<file path="src/rtl/xor_accum_pkg.sv">
// Shared types and constant helpers for the xor_accum checksum engine and its
// xor_reduce folding tree.
package xor_accum_pkg;

    typedef enum logic [1:0] {
        IDLE  = 2'd0,
        ACCUM = 2'd1,
        HOLD  = 2'd2
    } xor_accum_state_t;

    // Widest lane the mask helper can cover; callers cast down to their lane width.
    localparam int MASK_W = 1024;

    function automatic logic [MASK_W-1:0] keep_mask(input logic keep);
        return {MASK_W{keep}};
    endfunction

    // Number of xor3 levels needed to reduce n operands to one.
    function automatic int xor3_levels(input int n);
        int levels = 0;
        int width  = 1;
        while (width < n) begin
            width  = width * 3;
            levels = levels + 1;
        end
        return levels;
    endfunction

    function automatic int pow3(input int e);
        int r = 1;
        for (int i = 0; i < e; i++) r = r * 3;
        return r;
    endfunction

endpackage

</file>
<file path="src/rtl/xor_reduce.sv">
// Combinational INPUTS x BITS -> BITS XOR reduction with per-lane keep, built as
// a tree of xor3 cells with missing operands padded to zero.
module xor_reduce
    import xor_accum_pkg::*;
#(
    parameter int BITS   = 8,
    parameter int INPUTS = 3
) (
    input  logic [INPUTS*BITS-1:0] data_i,
    input  logic [INPUTS-1:0]      keep_i,
    output logic [BITS-1:0]        data_o
);

    localparam int LEVELS = xor3_levels(INPUTS);
    localparam int WIDTH  = pow3(LEVELS);

    always_comb begin : tree
        logic [BITS-1:0] node [WIDTH];
        // NOTE: blocking assignments here are deliberate; each level reads the
        // values the previous level just wrote within this same evaluation.
        for (int i = 0; i < WIDTH; i++) node[i] = '0;
        for (int i = 0; i < INPUTS; i++)
            node[i] = data_i[i*BITS +: BITS] & BITS'(keep_mask(keep_i[i]));
        // In-place tree: node[j] is rebuilt from node[3j..3j+2], which are never
        // overwritten earlier in the same level.
        for (int l = 0; l < LEVELS; l++)
            for (int j = 0; j < WIDTH / 3; j++)
                node[j] = node[3*j] ^ node[3*j+1] ^ node[3*j+2];
        data_o = node[0];
    end

endmodule

</file>
<file path="src/rtl/xor_accum.sv">
// Streaming per-frame XOR accumulator with valid/ready on both sides.
// Define XOR_ACCUM_COUNT_EN to add the saturating beat counter and out_beats port.
module xor_accum
    import xor_accum_pkg::*;
#(
    parameter int BITS     = 8,
    parameter int INPUTS   = 3
`ifdef XOR_ACCUM_COUNT_EN
    ,
    parameter int CNT_BITS = 16
`endif
) (
    input  logic                   clk,
    input  logic                   rst_n,
    input  logic                   in_valid,
    output logic                   in_ready,
    input  logic [INPUTS*BITS-1:0] in_data,
    input  logic [INPUTS-1:0]      in_keep,
    input  logic                   in_last,
    output logic                   out_valid,
    input  logic                   out_ready,
    output logic [BITS-1:0]        out_data
`ifdef XOR_ACCUM_COUNT_EN
    ,
    output logic [CNT_BITS-1:0]    out_beats
`endif
);

    xor_accum_state_t state_q, state_d;
    logic [BITS-1:0]  acc_q, acc_d;
    logic [BITS-1:0]  out_data_q, out_data_d;
    logic [BITS-1:0]  fold;
    logic             accept;
    logic             drain;

    xor_reduce #(
        .BITS   (BITS),
        .INPUTS (INPUTS)
    ) u_reduce (
        .data_i (in_data),
        .keep_i (in_keep),
        .data_o (fold)
    );

    // In HOLD a new beat is only taken in the cycle the pending result drains.
    assign in_ready  = (state_q != HOLD) || out_ready;
    assign accept    = in_valid && in_ready;
    assign drain     = (state_q == HOLD) && out_ready;
    assign out_valid = (state_q == HOLD);
    assign out_data  = out_data_q;

    always_comb begin
        // NOTE: every output of this block gets a default first so no path
        // leaves it unassigned, which would otherwise infer a latch.
        state_d    = state_q;
        acc_d      = acc_q;
        out_data_d = out_data_q;
        if (drain) state_d = IDLE;
        if (accept) begin
            if (in_last) begin
                state_d    = HOLD;
                out_data_d = acc_q ^ fold;
                acc_d      = '0;
            end else begin
                state_d = ACCUM;
                acc_d   = acc_q ^ fold;
            end
        end
    end

    // NOTE: sequential state uses non-blocking assignments so every register
    // samples its pre-edge inputs regardless of statement order.
    always_ff @(posedge clk or negedge rst_n) begin
        if (!rst_n) begin
            state_q    <= IDLE;
            acc_q      <= '0;
            out_data_q <= '0;
        end else begin
            state_q    <= state_d;
            acc_q      <= acc_d;
            out_data_q <= out_data_d;
        end
    end

`ifdef XOR_ACCUM_COUNT_EN
    logic [CNT_BITS-1:0] cnt_q, cnt_d;
    logic [CNT_BITS-1:0] beats_q, beats_d;
    logic [CNT_BITS-1:0] cnt_inc;

    // cnt_q holds beats already taken in the open frame; zero between frames.
    always_comb begin
        cnt_inc = (&cnt_q) ? cnt_q : cnt_q + CNT_BITS'(1);
        cnt_d   = cnt_q;
        beats_d = beats_q;
        if (accept) begin
            if (in_last) begin
                beats_d = cnt_inc;
                cnt_d   = '0;
            end else begin
                cnt_d = cnt_inc;
            end
        end
    end

    always_ff @(posedge clk or negedge rst_n) begin
        if (!rst_n) begin
            cnt_q   <= '0;
            beats_q <= '0;
        end else begin
            cnt_q   <= cnt_d;
            beats_q <= beats_d;
        end
    end

    assign out_beats = beats_q;
`endif

`ifdef FORMAL
    a_stable_data: assert property (@(posedge clk) disable iff (!rst_n)
        out_valid && !out_ready |=> $stable(out_data));
`ifdef XOR_ACCUM_COUNT_EN
    a_stable_beats: assert property (@(posedge clk) disable iff (!rst_n)
        out_valid && !out_ready |=> $stable(out_beats));
`endif
    a_idle_acc_zero: assert property (@(posedge clk) disable iff (!rst_n)
        state_q == IDLE |-> acc_q == '0);
    a_valid_needs_last: assert property (@(posedge clk) disable iff (!rst_n)
        $rose(out_valid) |-> $past(accept && in_last));
`endif

endmodule
</file>
<file path="config.mk">
export PLATFORM = sky130hd
export DESIGN_NAME = xor_accum
export DESIGN_NICKNAME = d
export VERILOG_FILES = /design/src/rtl/xor_accum_pkg.sv /design/src/rtl/xor_reduce.sv /design/src/rtl/xor_accum.sv
export SDC_FILE = /design/constraint.sdc
export NUM_CORES = 1
export LEC_CHECK = 0
export CORE_ASPECT_RATIO = 1.1
export CORE_MARGIN = 10
export CORE_UTILIZATION = 40
export CTS_CLUSTER_SIZE = 30
export DETAILED_ROUTE_END_ITERATION = 8
export PLACE_DENSITY = 0.72
export SYNTH_ARGS = -nofsm -noshare
export SYNTH_HDL_FRONTEND = slang
export SYNTH_SLANG_ARGS = --single-unit
</file>
<file path="constraint.sdc">
create_clock -name clk -period 2.3 [get_ports clk]
set_clock_uncertainty 0.2 [all_clocks]
set_input_delay 0.575 -clock clk [delete_from_list [all_inputs] [get_ports clk]]
set_output_delay 0.575 -clock clk [all_outputs]
set_load 0.005 [all_outputs]
</file>
==> results of run 1 <==
[through the flow]
stage | setup WS, ns | power, mW | cells | area, um2
2_1_floorplan | 0.417 | 0.754 | 114 | 1200
3_3_place_gp | -0.290 | 0.984 | 195 | 1700
3_5_place_dp | -0.313 | 1.00 | 195 | 1700
4_1_cts | 0.0155 | 1.16 | 198 | 1710
5_1_grt | 0.0341 | 1.23 | 198 | 1720
6_report | 0.118 | 1.14 | 198 | 1720
[cell type report]
type,count,area [um2],share of cell area (%)
Multi-Input combinational cell,88,682,39.6
Sequential cell,18,450,26.1
Timing Repair Buffer,56,527,30.6
Clock buffer,3,22.5,1.31
Tap cell,33,41.3,2.40
[path summary, 6_finish.rpt]
check                      cells past startpoint  slack (ns)          end
max in group asynchronous                      2        1.30  out_data[3]
setup / recovery                               2        0.12    out_valid
hold reg to reg                                1        0.33     acc_q[6]
setup reg to reg                               5        0.40     acc_q[4]
hold / removal                                 1        0.33     acc_q[6]
min in group asynchronous                      2        0.40  out_data[6]
[metal layers]
| layer | GRT usage, % | routed length [um] |
|---|---|---|
| met5 | 0 | 0 |
| met3 | 3.18 | 218 |
| met2 | 19.4 | 1530 |
| met4 | 2.91 | 24 |
| met1 | 11.1 | 1200 |
[Yosys cell counts (all sizes together)]
master / count / area share [%]
a22o: 1 / 0.73
or3b: 1 / 0.94
and3: 1 / 0.52
xnor2: 8 / 5.8
nand2: 25 / 8.0
clkbuf: 1 / 0.31
buf: 7 / 5.5
or2b: 1 / 0.62
o21bai: 1 / 0.62
and2b: 1 / 0.62
nor4b: 8 / 7.1
nor3b: 7 / 4.4
a21o: 1 / 0.62
nor2: 8 / 2.5
a211o: 7 / 5.1
o21ai: 2 / 0.83
xnor3: 8 / 15
dfrtp: 18 / 37
a21oi: 8 / 3.3
[cell families after synthesis]
group                     after synthesis
xor gates and xnor gates               16
AOI/OAI and AO/OA                      20
DFF                                    18
buffers and inverters                   8
and+or+nand+nor                        52
[timing repair]
item / in CTS / in global routing
resized for setup: 4 / 2
gates cloned: 0 / 0
endpoints found under the setup margin: 1 / 1
setup buffers: 0 / 0
pin swaps: 0 / 1
[registers in the layout, summed over array words and instances, names as in the netlist]
signal / cells
acc_q: 8
out_data: 8
state_q: 2
[worst max-delay path, cell delays in order, from the launching register on]
cell and delay [ns]:
dfrtp_1 0.41, and2b_1 0.20, clkdlybuf4s50_1 0.51
[cell usage in the layout, fill, tap and decap left out]
master	count
nand2_2	1
o21bai_1	1
clkbuf_4	3
or2b_1	1
buf_6	1
a21o_1	1
nand2_1	24
nor4b_4	1
xnor3_1	8
dlymetal6s2s_1	1
a22o_1	1
buf_4	15
nor3b_1	7
o21ai_0	2
dfrtp_1	18
and3_1	1
nor2_1	8
a21oi_1	8
nor4b_1	7
clkdlybuf4s50_1	39
or3b_4	1
and2b_1	1
xnor2_1	8
a211o_1	7
[power groups by stage]
stage          clock, mW  sequential (mW)  combinational, mW
2_1_floorplan          0            0.493              0.261
3_3_place_gp           0            0.492              0.492
3_5_place_dp           0            0.499              0.504
4_1_cts            0.160            0.492              0.506
5_1_grt            0.173            0.508              0.547
6_report           0.153            0.491              0.499
==> results.json, run 1 <==
{
  "status": "complete, no violations",
  "r2r-start": "state_q[0]",
  "pwr-share-seq_pct": 43.0,
  "gr-usage-all-layers_pct": 10.5,
  "fin_crit_sh_pct": 94.8,
  "clock-sinks": 18,
  "grt_pass1_vias": 1063,
  "yosys-mux-area-fraction_pct": 0,
  "rows": 20,
  "core_um2": 2830,
  "synth_compound_area_share_pct": 11.2,
  "min_period_ns": 2.18,
  "ant_nets": 0,
  "n_fill_cell": 241,
  "yosys.area_share.simple_pct": 24.7,
  "drt_iter0_drc": 24,
  "clkTransAtPathRegs_ns": 0.10,
  "ir_drop_uv": 379,
  "grt_pass1_wl_um": 4930,
  "cts_buffers": 3,
  "grt_antenna_before_repair": 0,
  "synthCells": 114,
  "start_util_pct": 42.5,
  "crit_path_start": "state_q[0]",
  "endpoint_kind": "output port",
  "yosys_warnings": 0,
  "cts_max_level": 1,
  "numPortBuffers": 41,
  "synth_top_family_by_area": "simple AND/OR/NAND/NOR gates",
  "swShare_pct": 29.5,
  "synth_area_um2": 1200,
  "p_leak_nw": 0.834,
  "cts_buffer_depth": 2,
  "fin_nets": 199,
  "syn_nets": 146,
  "wirelength_um": 2970,
  "hpwl_um": 2390,
  "syn_avg_cell_area_um2": 10.5,
  "rsz0062_at_grt": "false",
  "maxCapViolations": 0,
  "ys_seq_area_share_pct": 37.5,
  "comb_power_share_pct": 43.6,
  "clock.fmax_mhz": 458,
  "critical_path_arrival_ns": 1.41,
  "worstMarginPinSlew_ns": 0.570,
  "crit_type": "reg -> out",
  "synth-adder-area-share_pct": 0,
  "hp-class": "reg -> reg",
  "die-area_um2": 5600,
  "worstSetupStartpointType": "flip-flop",
  "area_delta_synth_final_pct": 43.3,
  "worstSkewPairLatency_ns": 0.28,
  "setup_violations": 0,
  "internal_power_mw": 0.806,
  "viasPerCell": 5.12,
  "slew_violations": 0,
  "grt_max_degree": 19,
  "ioPinCount": 42,
  "cts-hold-fix-buffers": 0,
  "power_switching_mw": 0.338,
  "cts_root_buffer": "clkbuf_4",
  "slew_headroom_pct": 62.0,
  "die_h_um": 77.5,
  "die_width_um": 72.3,
  "diodes": 0,
  "avgRoutedWirePerCell_um": 15.0,
  "required_ns": 1.52,
  "place.gp.congestion": 0.694,
  "fin_util_pct": 60.9,
  "cts_tree": "yes",
  "via_count": 1014,
  "hold_start": "acc_q[6]",
  "finalSetupTns_ns": 0,
  "synthXorXnorAreaFrac_pct": 20.8,
  "report.final.hold_viol_count": 0,
  "ys_ff_latch": 18,
  "worstPathMaxFanout": 4,
  "layout-drive-gt1-share_pct": 13.3,
  "ys_types": 22,
  "power_density_nw_per_um2": 664,
  "grt-ovfl-total": 0,
  "clkPwrFrac_pct": 13.4,
  "whs_ns": 0.332,
  "firstDrtPassIters": 4,
  "route.detailed.drc": 0
}
Power figures use the tool's default switching activity.
==> inputs of run 2 (changes only) <==
--- a/config.mk
+++ b/config.mk
@@ -10,6 +10,7 @@
 export CORE_UTILIZATION = 40
 export CTS_CLUSTER_SIZE = 30
 export DETAILED_ROUTE_END_ITERATION = 8
+export GPL_ROUTABILITY_DRIVEN = 0
 export PLACE_DENSITY = 0.72
 export SYNTH_ARGS = -nofsm -noshare
 export SYNTH_HDL_FRONTEND = slang
==> results of run 2 <==
The final DEF is identical to that of run 1; final timing and power are the same.
